$ cat src/rtl/fsqrt_pkg.sv
// Shared types and constants for the single-precision square-root issue stage.
package fsqrt_pkg;

  typedef enum logic [1:0] {
    IDLE,
    ISSUE,
    WAIT,
    DONE
  } state_e;

  typedef enum logic [1:0] {
    CLS_ZERO,
    CLS_INF,
    CLS_NAN,
    CLS_NORM
  } op_class_e;

  typedef struct packed {
    logic        sign;
    logic [7:0]  exp;
    logic [22:0] frac;
  } fp32_t;

  localparam logic [31:0] QNAN  = 32'h7fc0_0000;
  localparam logic [31:0] PINF  = 32'h7f80_0000;
  localparam int          BIAS  = 127;
  localparam int          EXP_W = 9;

  // Denormals have exp==0 and fold into the zero class.
  function automatic op_class_e classify(input fp32_t a);
    if (a.exp == 8'h00) return CLS_ZERO;
    if (a.exp == 8'hff) return (a.frac == '0) ? CLS_INF : CLS_NAN;
    return CLS_NORM;
  endfunction

  // Root exponent: halve the unbiased exponent, folding the odd case into the radicand shift.
  function automatic logic [EXP_W-1:0] root_exp(input logic [7:0] e);
    logic [EXP_W-1:0] sum;
    sum = {1'b0, e} + EXP_W'(BIAS - 1) + {{(EXP_W-1){1'b0}}, e[0]};
    return sum >> 1;
  endfunction

endpackage

$ cat src/rtl/fsqrt_pack.sv
// Rounds the core's .1xxx root fraction half-up and packs it with the result exponent.
module fsqrt_pack
  import fsqrt_pkg::*;
(
  input  logic [31:0]      core_q,
  input  logic [EXP_W-1:0] res_exp,
  output logic [31:0]      out_r
);

  logic [23:0]      mant_sum;
  logic [22:0]      mant;
  logic [EXP_W-1:0] exp_adj;
  logic             unused_bits;

  // core_q[31] is the implied leading one; exponent never exceeds 8 bits after adjust.
  assign unused_bits = core_q[31] ^ exp_adj[EXP_W-1];

  always_comb begin
    mant_sum = {1'b0, core_q[30:8]} + {23'b0, core_q[7]};
    if (mant_sum[23]) begin
      mant    = '0;
      exp_adj = res_exp + EXP_W'(1);
    end else begin
      mant    = mant_sum[22:0];
      exp_adj = res_exp;
    end
    out_r = {1'b0, exp_adj[7:0], mant};
  end

endmodule

$ cat src/rtl/fsqrt_issue.sv
// Issue/pack front end for an external square-root core: classifies the operand,
// bypasses special values and formats the core's root fraction as an IEEE single.
module fsqrt_issue
  import fsqrt_pkg::*;
(
  input  logic        clock,
  input  logic        resetn,
  input  logic        in_valid,
  input  logic [31:0] in_a,
  output logic        in_ready,
  output logic        out_valid,
  input  logic        out_ready,
  output logic [31:0] out_r,
  output logic        out_invalid,
  output logic [31:0] core_d,
  output logic        core_start,
  input  logic        core_busy,
  input  logic        core_ready,
  input  logic [31:0] core_q
);

  state_e           state_q,       state_d;
  logic             in_ready_q,    in_ready_d;
  logic             out_valid_q,   out_valid_d;
  logic [31:0]      out_r_q,       out_r_d;
  logic             out_invalid_q, out_invalid_d;
  logic             core_start_q,  core_start_d;
  logic [31:0]      core_d_q,      core_d_d;
  logic [EXP_W-1:0] res_exp_q,     res_exp_d;

  fp32_t       op;
  op_class_e   op_cls;
  logic [31:0] pack_r;

  assign op     = in_a;
  assign op_cls = classify(op);

  fsqrt_pack u_pack (
    .core_q  (core_q),
    .res_exp (res_exp_q),
    .out_r   (pack_r)
  );

  always_comb begin
    // NOTE: every _d gets a hold/default value first so no path through the case infers a latch.
    state_d       = state_q;
    in_ready_d    = in_ready_q;
    out_valid_d   = out_valid_q;
    out_r_d       = out_r_q;
    out_invalid_d = out_invalid_q;
    core_start_d  = 1'b0;
    core_d_d      = core_d_q;
    res_exp_d     = res_exp_q;

    unique case (state_q)
      IDLE: begin
        if (in_valid && in_ready_q) begin
          in_ready_d    = 1'b0;
          out_valid_d   = 1'b1;
          out_invalid_d = 1'b0;
          state_d       = DONE;
          unique case (op_cls)
            CLS_ZERO: out_r_d = {op.sign, 31'b0};
            CLS_NAN: begin
              out_r_d       = QNAN;
              out_invalid_d = ~op.frac[22];
            end
            CLS_INF: begin
              out_r_d       = op.sign ? QNAN : PINF;
              out_invalid_d = op.sign;
            end
            CLS_NORM: begin
              if (op.sign) begin
                out_r_d       = QNAN;
                out_invalid_d = 1'b1;
              end else begin
                out_valid_d = 1'b0;
                state_d     = ISSUE;
                res_exp_d   = root_exp(op.exp);
                // Odd exponents shift one more place so the exponent halves exactly.
                core_d_d    = op.exp[0] ? {2'b01, op.frac, 7'b0} : {1'b1, op.frac, 8'b0};
              end
            end
            default: state_d = IDLE;
          endcase
        end
      end

      ISSUE: begin
        if (!core_busy) begin
          core_start_d = 1'b1;
          state_d      = WAIT;
        end
      end

      WAIT: begin
        if (core_ready) begin
          out_r_d       = pack_r;
          out_invalid_d = 1'b0;
          out_valid_d   = 1'b1;
          state_d       = DONE;
        end
      end

      DONE: begin
        if (out_ready) begin
          out_valid_d = 1'b0;
          in_ready_d  = 1'b1;
          state_d     = IDLE;
        end
      end

      default: state_d = IDLE;
    endcase
  end

  // NOTE: reset clears every flop here, data included; there is no storage array to leave unreset.
  always_ff @(posedge clock or negedge resetn) begin
    if (!resetn) begin
      state_q       <= IDLE;
      in_ready_q    <= 1'b1;
      out_valid_q   <= 1'b0;
      out_r_q       <= '0;
      out_invalid_q <= 1'b0;
      core_start_q  <= 1'b0;
      core_d_q      <= '0;
      res_exp_q     <= '0;
    end else begin
      // NOTE: non-blocking so every flop samples the pre-edge value of the others.
      state_q       <= state_d;
      in_ready_q    <= in_ready_d;
      out_valid_q   <= out_valid_d;
      out_r_q       <= out_r_d;
      out_invalid_q <= out_invalid_d;
      core_start_q  <= core_start_d;
      core_d_q      <= core_d_d;
      res_exp_q     <= res_exp_d;
    end
  end

  assign in_ready    = in_ready_q;
  assign out_valid   = out_valid_q;
  assign out_r       = out_r_q;
  assign out_invalid = out_invalid_q;
  assign core_start  = core_start_q;
  assign core_d      = core_d_q;

endmodule

$ cat config.mk
export PLATFORM = sky130hd
export DESIGN_NAME = fsqrt_issue
export DESIGN_NICKNAME = d
export VERILOG_FILES = /design/src/rtl/fsqrt_pkg.sv /design/src/rtl/fsqrt_pack.sv /design/src/rtl/fsqrt_issue.sv
export SDC_FILE = /design/constraint.sdc
export NUM_CORES = 1
export LEC_CHECK = 0
export CORE_MARGIN = 2
export CORE_UTILIZATION = 55
export DETAILED_ROUTE_END_ITERATION = 8
export DONT_BUFFER_PORTS = 1
export PLACE_DENSITY = 0.68
export SETUP_SLACK_MARGIN = 0.4
export SYNTH_ARGS = -nofsm -noshare
export SYNTH_HDL_FRONTEND = slang
export SYNTH_HIERARCHICAL = 1
export SYNTH_SLANG_ARGS = --single-unit
$ cat constraint.sdc
create_clock -name clock -period 2.23 [get_ports clock]
set_clock_uncertainty 0.15 [all_clocks]
set_input_delay 0.3345 -clock clock [delete_from_list [all_inputs] [get_ports clock]]
set_output_delay 0.3345 -clock clock [all_outputs]
set_load 0.005 [all_outputs]
==> flow_summary.toml <==
[synthesis]
synth-edff-count = 0
ys_warn_count = 6
async_flop_share = 1.00
synth_cell_types = 51
postSynthAreaPerCell_um2 = 8.98
synth_area_um2 = 4160
synth_flop_cell = "dfrtp_1"
ys_seq_elements = 71
synth_cells = 463
ys_seq_area_frac = 0.428

[sta]
final_max_slew_viol_count = 0
finalHoldViolations = 71
layout_worst_path_cycle_share = 0.899
worstMarginPinSlew_ns = 0.567
rsz0062_at_grt = "yes"
min_period_ns = 2.00
finalSetupTns_ns = 0
hold_ws_ns = -0.462
fmaxAchievable_ghz = 0.499
finalSetupViolations = 0
maxSlewHeadroom = 0.618

[setup_path]
startpoint_type = "register"
crit_fanout = 6
worst_ep_required_time_ns = 2.32
critPathKind = "reg2reg"
reg2reg_setup_slack_ns = 0.23
arrival_ns = 2.10
cp-end-kind = "register"

[placement]
place.gp.congestion = 0.802
hpwl_um = 6390
portBuffers = 0

[cts]
cts_max_level = 3
hold_buffers = 5
clkSinkCount = 71
clock_latency_ns = 0.33
clock_path_buffers = 2
cts_buffers = 9
root_buffer = "clkbuf_8"
cts_tree = "built"
cts.clk_slew.worst_paths_ns = 0.08

[floorplan]
core_um2 = 7290
start_util = 0.570
fp-row-count = 31
die_x_um = 90.9
die_area_um2 = 8270
ioPinCount = 138
die-height_um = 90.9

[detailed_routing]
drt_pre_antenna_iters = 5
dr_total_vias = 3457
avgRoutedWirePerCell_um = 18.4
via_per_inst = 5.82
routed_wl_um = 10900
drt_iter0_markers = 205
drc = 0
ant_nets = 0

[global_route]
grt_overflow_total = 0
grt_use_total = 0.239
grt_start_max_net_pins = 72
first_global_vias = 3186
antenna_found_initial = 0
grt_pass1_wl_um = 16000

[layout]
syn2layout_area_growth_pct = 30.5
nNetsFinal = 571
final_core_utilization = 0.744
drive_gt1_frac = 0.337
num_antenna_cells = 0

[run_status]
outcome = "finished, violations left"
violations = "negative hold slack"

[power_and_ir_drop]
vdd_drop_max_uv = 657
power.leakage_nw = 2.42
power_density_nw_per_um2 = 1300

[run]
max-cap-violations = 0

[hold_path]
hp-class = "in2async"
through the flow:
step	instance area [µm²]	instances	worst slack [ns]	total power, W
2_1_floorplan	4320	469	0.192	0.00381
3_3_place_gp	4260	548	0.202	0.00397
3_5_place_dp	4260	548	0.206	0.00405
4_1_cts	4820	581	0.305	0.00601
5_1_grt	5430	594	0.184	0.00747
6_report	5430	594	0.226	0.00704
critical path: stages (launching register included):
cell and delay [ns]:
dfrtp_1 0.42, inv_2 0.10, ha_4 0.17, inv_4 0.05, or4_4 0.65, clkbuf_16 0.21, o21ai_1 0.16
synthesized netlist by cell type, types with 2 or more instances:
cell type	count	area [µm²]
nand4_1	10	62.6
nand2_1	112	420
xor2_1	12	105
and2_2	2	15.0
nor2_1	21	78.8
buf_4	9	67.6
nor3_1	5	25.0
mux2i_1	27	270
or3_1	3	18.8
conb_1	2	7.51
nor2b_1	12	75.1
inv_1	9	33.8
nor3_4	2	32.5
or4_1	2	15.0
o21ai_1	28	140
o31ai_1	8	60.1
o21ai_0	29	145
a21oi_1	5	25.0
dfrtp_1	70	1750
a31oi_1	2	12.5
nor4_1	5	31.3
clkbuf_1	13	48.8
nand3_2	2	20.0
and3_1	2	12.5
ha_1	11	138
buf_6	5	56.3
nand3_1	10	50.1
o21ai_2	5	43.8
xnor2_1	18	158
routing by layer:
layer / track usage / up-vias / routed length [µm] / part of all wire
li1: - / 1648 / - / -
met1: 0.313 / 1667 / 4480 / 0.41
met2: 0.388 / 134 / 5600 / 0.51
met3: 0.0639 / 8 / 786 / 0.072
met4: 0.0783 / 0 / 87 / 0.0079
met5: 0 / - / 0 / 0
placed cells by master (no fill, tap or decap), drive strengths merged, types with 12 or more instances in the layout:
master,count
nor2b,12
nor2,22
mux2i,27
o21ai,62
xor2,12
nand2,112
buf,25
xnor2,18
dfrtp,70
clkbuf,18
nand3,12
cells by family after synthesis:
group	synth area share
and+or+nand+nor	0.238
AOI/OAI and AO/OA	0.119
DFF	0.428
buffers and inverters	0.0518
xor gates and xnor gates	0.0632
muxes	0.0650
adders and majority gates	0.0331
other	0.00181
repair_timing:
| item | 4_1_cts | 5_1_grt |
|---|---|---|
| hold endpoints to repair | 76 | 71 |
| cloned | 6 | 9 |
| setup endpoints to repair | 69 | 68 |
| pin swaps | 1 | 8 |
| gates resized for setup | 22 | 109 |
| setup buffers | 6 | 4 |
worst paths after layout:
kind	from	endpoint	cells after the start
min in group clock	in_a[5]	core_d[13]$_DFFE_PN0P_	2
hold / removal	resetn	out_r[6]$_DFFE_PN0P_	0
setup reg to reg	state_q[1]$_DFFE_PN0P_	core_d[10]$_DFFE_PN0P_	6
setup / recovery	state_q[1]$_DFFE_PN0P_	core_d[10]$_DFFE_PN0P_	6
hold reg to reg	out_invalid$_DFFE_PN0P_	out_invalid$_DFFE_PN0P_	2
max in group asynchronous	resetn	in_ready$_DFFE_PN1P_	0
where the power goes:
part	switching (W)	internal [W]	total [W]
registers	0.000565	0.00183	0.00240
logic	0.00164	0.00175	0.00339
clock network	0.000485	0.000770	0.00125
total	0.00269	0.00435	0.00704
layout make-up:
class | instances | area, µm²
clock inverters | 6 | 108
fillers | 518 | 1860
repair buffers | 38 | 606
flip-flops and latches | 71 | 1780
multi-input cells | 361 | 2640
inverters | 9 | 38.8
well taps | 99 | 124
clock buffers | 10 | 138
flip-flops by register name, indices dropped and copies added (netlist names):
signal       count
in_ready         1
out_invalid      1
core_start       1
core_d          25
out_r           32
out_valid        1
res_exp_q        8
state_q          2
Power figures use the tool's default switching activity.
